$ cat src/rtl/tone_sequencer.sv
// Step sequencer driving tone generator wave/freq selects and gate.
// Steps are timed in audio sample ticks; one-shot or looped playback.
module tone_sequencer #(
  parameter  int DEPTH  = 16,
  parameter  int DUR_W  = 16,
  parameter  int FREQ_W = 4,
  localparam int AW     = $clog2(DEPTH)
) (
  input  logic              clk_i,
  input  logic              rst_ni,
  input  logic              cfg_we_i,
  input  logic [AW-1:0]     cfg_addr_i,
  input  logic [1:0]        cfg_wave_i,
  input  logic [FREQ_W-1:0] cfg_freq_i,
  input  logic              cfg_rest_i,
  input  logic [DUR_W-1:0]  cfg_dur_i,
  input  logic [AW:0]       len_i,
  input  logic              loop_i,
  input  logic              start_i,
  input  logic              stop_i,
  input  logic              sample_tick_i,
  output logic [1:0]        wave_sel_o,
  output logic [FREQ_W-1:0] freq_sel_o,
  output logic              gate_o,
  output logic [AW-1:0]     step_o,
  output logic              step_adv_o,
  output logic              busy_o,
  output logic              done_o
);

  typedef enum logic [1:0] {
    IDLE,
    LOAD,
    PLAY
  } state_e;

  localparam logic [AW:0] LEN_MAX = (AW+1)'(DEPTH);

  logic [1:0]        wave_mem [DEPTH];
  logic [FREQ_W-1:0] freq_mem [DEPTH];
  logic              rest_mem [DEPTH];
  logic [DUR_W-1:0]  dur_mem  [DEPTH];

  state_e            state_q, state_d;
  logic [AW:0]       len_q, len_d;
  logic              loop_q, loop_d;
  logic [AW-1:0]     step_q, step_d;
  logic [DUR_W-1:0]  cnt_q, cnt_d;
  logic [1:0]        wave_q, wave_d;
  logic [FREQ_W-1:0] freq_q, freq_d;
  logic              gate_q, gate_d;
  logic              adv_q, adv_d;
  logic              done_q, done_d;

  logic [1:0]        ent_wave;
  logic [FREQ_W-1:0] ent_freq;
  logic              ent_rest;
  logic [DUR_W-1:0]  ent_dur;
  logic [AW:0]       step_nx;
  logic              last;
  logic              do_adv;
  logic              abort;

  assign ent_wave = wave_mem[step_q];
  assign ent_freq = freq_mem[step_q];
  assign ent_rest = rest_mem[step_q];
  assign ent_dur  = dur_mem[step_q];
  assign step_nx  = {1'b0, step_q} + (AW+1)'(1);
  assign last     = (step_nx >= len_q);

  // Step table write port; contents are only read when a step loads.
  always_ff @(posedge clk_i) begin
    if (cfg_we_i) begin
      wave_mem[cfg_addr_i] <= cfg_wave_i;
      freq_mem[cfg_addr_i] <= cfg_freq_i;
      rest_mem[cfg_addr_i] <= cfg_rest_i;
      dur_mem[cfg_addr_i]  <= cfg_dur_i;
    end
  end

  // Next-state, step advance, and output register updates.
  always_comb begin
    state_d = state_q;
    len_d   = len_q;
    loop_d  = loop_q;
    step_d  = step_q;
    cnt_d   = cnt_q;
    wave_d  = wave_q;
    freq_d  = freq_q;
    gate_d  = gate_q;
    adv_d   = 1'b0;
    done_d  = 1'b0;
    do_adv  = 1'b0;
    abort   = 1'b0;
    case (state_q)
      IDLE: begin
        if (start_i && !stop_i) begin
          if (len_i != '0) begin
            len_d   = (len_i > LEN_MAX) ? LEN_MAX : len_i;
            loop_d  = loop_i;
            step_d  = '0;
            cnt_d   = '0;
            state_d = LOAD;
          end else begin
            done_d = 1'b1;
          end
        end
      end
      LOAD: begin
        if (stop_i) begin
          abort = 1'b1;
        end else if (ent_dur != '0) begin
          wave_d  = ent_wave;
          freq_d  = ent_freq;
          gate_d  = ~ent_rest;
          cnt_d   = ent_dur;
          adv_d   = 1'b1;
          state_d = PLAY;
        end else begin
          do_adv = 1'b1;
        end
      end
      PLAY: begin
        if (stop_i) begin
          abort = 1'b1;
        end else if (sample_tick_i) begin
          if (cnt_q == DUR_W'(1)) begin
            do_adv = 1'b1;
          end else begin
            cnt_d = cnt_q - DUR_W'(1);
          end
        end
      end
      default: state_d = IDLE;
    endcase
    if (abort) begin
      gate_d  = 1'b0;
      done_d  = 1'b1;
      state_d = IDLE;
    end
    if (do_adv) begin
      if (!last) begin
        step_d  = step_nx[AW-1:0];
        state_d = LOAD;
      end else if (loop_q) begin
        step_d  = '0;
        state_d = LOAD;
      end else begin
        gate_d  = 1'b0;
        done_d  = 1'b1;
        state_d = IDLE;
      end
    end
  end

  // Control and output registers.
  always_ff @(posedge clk_i or negedge rst_ni) begin
    if (!rst_ni) begin
      state_q <= IDLE;
      len_q   <= '0;
      loop_q  <= 1'b0;
      step_q  <= '0;
      cnt_q   <= '0;
      wave_q  <= '0;
      freq_q  <= '0;
      gate_q  <= 1'b0;
      adv_q   <= 1'b0;
      done_q  <= 1'b0;
    end else begin
      state_q <= state_d;
      len_q   <= len_d;
      loop_q  <= loop_d;
      step_q  <= step_d;
      cnt_q   <= cnt_d;
      wave_q  <= wave_d;
      freq_q  <= freq_d;
      gate_q  <= gate_d;
      adv_q   <= adv_d;
      done_q  <= done_d;
    end
  end

  assign wave_sel_o = wave_q;
  assign freq_sel_o = freq_q;
  assign gate_o     = gate_q;
  assign step_o     = step_q;
  assign step_adv_o = adv_q;
  assign busy_o     = (state_q != IDLE);
  assign done_o     = done_q;

endmodule

$ cat config.mk
export PLATFORM = sky130hd
export DESIGN_NAME = tone_sequencer
export DESIGN_NICKNAME = d
export VERILOG_FILES = /design/src/rtl/tone_sequencer.sv
export SDC_FILE = /design/constraint.sdc
export NUM_CORES = 1
export LEC_CHECK = 0
export ABC_AREA = 0
export BUFFER_PORTS_ARGS = -buffer_cell sky130_fd_sc_hd__clkbuf_2
export CAP_MARGIN = 20
export CORE_MARGIN = 4
export CORE_UTILIZATION = 30
export CTS_CLUSTER_DIAMETER = 120
export DETAILED_ROUTE_END_ITERATION = 12
export PLACE_DENSITY = 0.52
export SLEW_MARGIN = 20
export SYNTH_ARGS = -nofsm -noshare
export SYNTH_HDL_FRONTEND = slang
export SYNTH_SLANG_ARGS = --single-unit
$ cat constraint.sdc
create_clock -name clk_i -period 9 [get_ports clk_i]
set_clock_uncertainty 0.15 [all_clocks]
set_input_delay 1.8 -clock clk_i [delete_from_list [all_inputs] [get_ports clk_i]]
set_output_delay 1.8 -clock clk_i [all_outputs]
set_load 0.02 [all_outputs]
==> run_results.csv <==
group,metric,value,unit
outcome,outcome,"complete, no violations",
pwr,leakage,6.06,nW
yosys,yosysUniqueCellTypes,51,
routing,first_iter_violations,814,
setup_path,slowest_stage,"dfrtp_4",
yosys,synth_area,16200,sq um
flow_run,drv_cap,0,
setup_path,critPathTopFamily,"compound AO/OA/AOI/OAI gates",
yosys,netlist_top_cells_count,"edfxtp_1 (368), mux4_2 (100), nand2_1 (46)",
sta,tns,0,ns
routing,ant_nets,0,
clocking,clkSlewWorstSetupHoldPaths,0.06,ns
yosys,ys_seq_area_share,74.1,%
sta,grt_setup_unrepaired,"no",
pwr,p_total,4.50,mW
routing,drc_errors,0,
clocking,cts_hold_buf,0,
setup_path,worstPathMaxFanout,40,
placed_design,gp_congestion,0.719,
floorplan,rows,84,
placed_design,port_buffers,52,
yosys,avgSynthCellArea,19.7,sq um
clocking,numCtsBuffers,45,
routing,vias_per_cell,5.06,
setup_path,critPathKind,"flip-flop to flip-flop",
setup_path,path_cells,"buf_4 > mux4_2 > a22oi_1 > nand2_1 > or4_1 > nor2_2 > a31o_2 > a31oi_1 > o22ai_1",
cells_and_area,syn_to_final_growth,16.8,%
yosys,yosys-top-cells-area,"edfxtp_1 (68%), mux4_2 (14%), dfrtp_1 (5.7%)",
floorplan,die_h,240,um
yosys,synth_top_flop_cell,"edfxtp_1",
routing,drt-total-wl,39.0,mm
global_routing,grt_pass1_vias,8718,
cells_and_area,fin_util,35.6,%
yosys,synth_fp_nets,872,
yosys,synth_top_area_share,68.3,%
global_routing,grt_pass1_wl,58.3,mm
yosys,ys_warn_count,0,
routing,vias,8233,
setup_path,crit_buf_inv,1,
placed_design,hpwl,21.4,mm
routing,topRoutingLayerUsed,"met5",
cells_and_area,n_antenna_cell,0,
cells_and_area,drive_gt1_share,28.3,%
sta,max_freq,216,MHz
clocking,clock_latency,0.56,ns
yosys,ys_seq_elements,405,
routing,first_pass_iters,5,
floorplan,die_width,240,um
routing,drt-met1-wl,18.5,mm
setup_path,arrival,4.93,ns
sta,fin_crit_sh,51.3,%
clocking,post_cts_buffers,0,
floorplan,initial_utilization,30.5,%
setup_path,critPathCaptureType,"flip-flop",
clocking,clockBufferDepth,3,
global_routing,grtUsageTotal,13.7,%
min_path,hold_path_class,"flip-flop to flip-flop",
yosys,synth.largest_area_cell,"edfxtp_1",
routing,wl_per_cell,24.0,um
sta,finalSetupViolCount,0,
setup_path,max_stage_delay,0.95,ns
routing,route.met2.wl,17.9,mm
yosys,synth_edf_count,368,
clocking,cts_tree,"built",
sta,maxSlewViolCount,0,
clocking,htreeDepth,2,
cells_and_area,layout.nets,956,
sta,worstMarginPinSlew,1.04,ns
global_routing,grt_antenna_before_repair,2,
yosys,netlist_instances,822,
yosys,async_flop_share,9.14,%
global_routing,grt_max_degree,60,
routing,met3_length,1.92,mm
clocking,cts_resized,0,
yosys,synth.most_common_cell,"edfxtp_1",
pwr,vdd_ir_drop_max,121,uV
sta,hold_violations,0,
pwr,powerDensity,239,nW/um^2
global_routing,grt_overflow,0,
floorplan,core-area,53000,sq um
sta,fin_crit,4.62,ns
sta,slew_headroom,30.6,%
floorplan,boundaryPins,53,
floorplan,die_area,57700,sq um
clocking,clock_tree.root_cell,"clkbuf_16",
clocking,clock-sinks,405,
setup_path,crit_path_start_kind,"flip-flop",
setup_path,critPathRequiredTime,9.31,ns
==> tightest hold or removal path, delay by kind of cell, from the launching register on <==
kind	cells	cell delay, ns
AO/OA/AOI/OAI	1	0.06
flip-flops	1	0.35
AND/OR/NAND/NOR	1	0.05
==> state kept, by name (all words and copies together) (netlist names) <==
register    flops
len_q           5
freq_sel_o      4
loop_q          1
state_q         2
step_adv_o      1
done_o          1
wave_mem       32
rest_mem       16
dur_mem       256
freq_mem       64
wave_sel_o      2
cnt_q          16
gate_o          1
step_o          4
==> cells in the final DEF, fill, tap and decap left out, types with 4 or more instances in the layout <==
master and n:
buf_16 5, clkinv_1 12, nor3_1 6, clkbuf_2 52, buf_4 19, nand3_1 7
inv_1 16, o21ai_0 21, mux4_2 100, a22oi_1 32, nor3_2 4, mux2i_1 8
nand2_1 46, clkbuf_16 46, ha_1 11, edfxtp_1 368, nand2b_1 9, dfrtp_1 35
o31ai_1 11, a21o_1 6, clkbuf_1 14, or4_1 5, nor2_1 19, mux2_2 9
a31oi_1 5, nor2_4 12, a21oi_1 4, nor2b_1 4, xor2_1 5
==> cell families after synthesis <==
family	after synthesis	synth area share [%]
compound gates	95	4.13
xor+xnor	8	0.433
fa+ha+maj	11	0.851
buf+inv	56	1.56
flops	405	74.1
mux	117	15.1
simple gates	130	3.90
==> metal layers <==
layer,GRT usage (%),vias up
met5,0,-
met4,3.83,2
met3,2.59,48
met2,20.8,190
met1,20.3,4446
li1,-,3547
==> metrics by stage <==
step / hold WS (ns) / instances / cell area (sq um) / setup slack [ns]
6_report: 0.345 / 1626 / 18900 / 4.38
4_1_cts: 0.343 / 1625 / 18900 / 4.29
3_3_place_gp: 0.327 / 1542 / 17400 / 4.38
2_1_floorplan: 0.300 / 822 / 16200 / 4.50
5_1_grt: 0.385 / 1626 / 18900 / 3.96
3_5_place_dp: 0.328 / 1546 / 17500 / 4.32
==> final cells by class <==
cell class              count  area [sq um]
flip-flops and latches    405         12000
clock buffers              60          1200
clock inverters            19           174
well taps                 688           861
repair buffers             76           541
fillers                  4949         34100
multi-input cells         361          4050
inverters                  17          63.8
==> worst paths after layout <==
kind,from,endpoint,slack (ns),cells after the start
setup / recovery,step_o[0]$_DFF_PN0_,cnt_q[6]$_DFFE_PN0P_,4.38,9
hold / removal,len_q[1]$_DFFE_PN0P_,len_q[1]$_DFFE_PN0P_,0.35,2
setup reg to reg,step_o[0]$_DFF_PN0_,cnt_q[6]$_DFFE_PN0P_,4.38,9
hold reg to reg,len_q[1]$_DFFE_PN0P_,len_q[1]$_DFFE_PN0P_,0.35,2
max in group asynchronous,rst_ni,step_o[0]$_DFF_PN0_,7.13,2
min in group asynchronous,rst_ni,len_q[4]$_DFFE_PN0P_,1.16,2
==> power breakdown <==
group,switching (mW),internal (mW),total [mW]
combinational,0.359,0.207,0.566
sequential,0.0547,2.15,2.20
clock,0.715,1.02,1.74
total,1.13,3.38,4.50
Note: power is estimated with default switching activity, not from simulation.
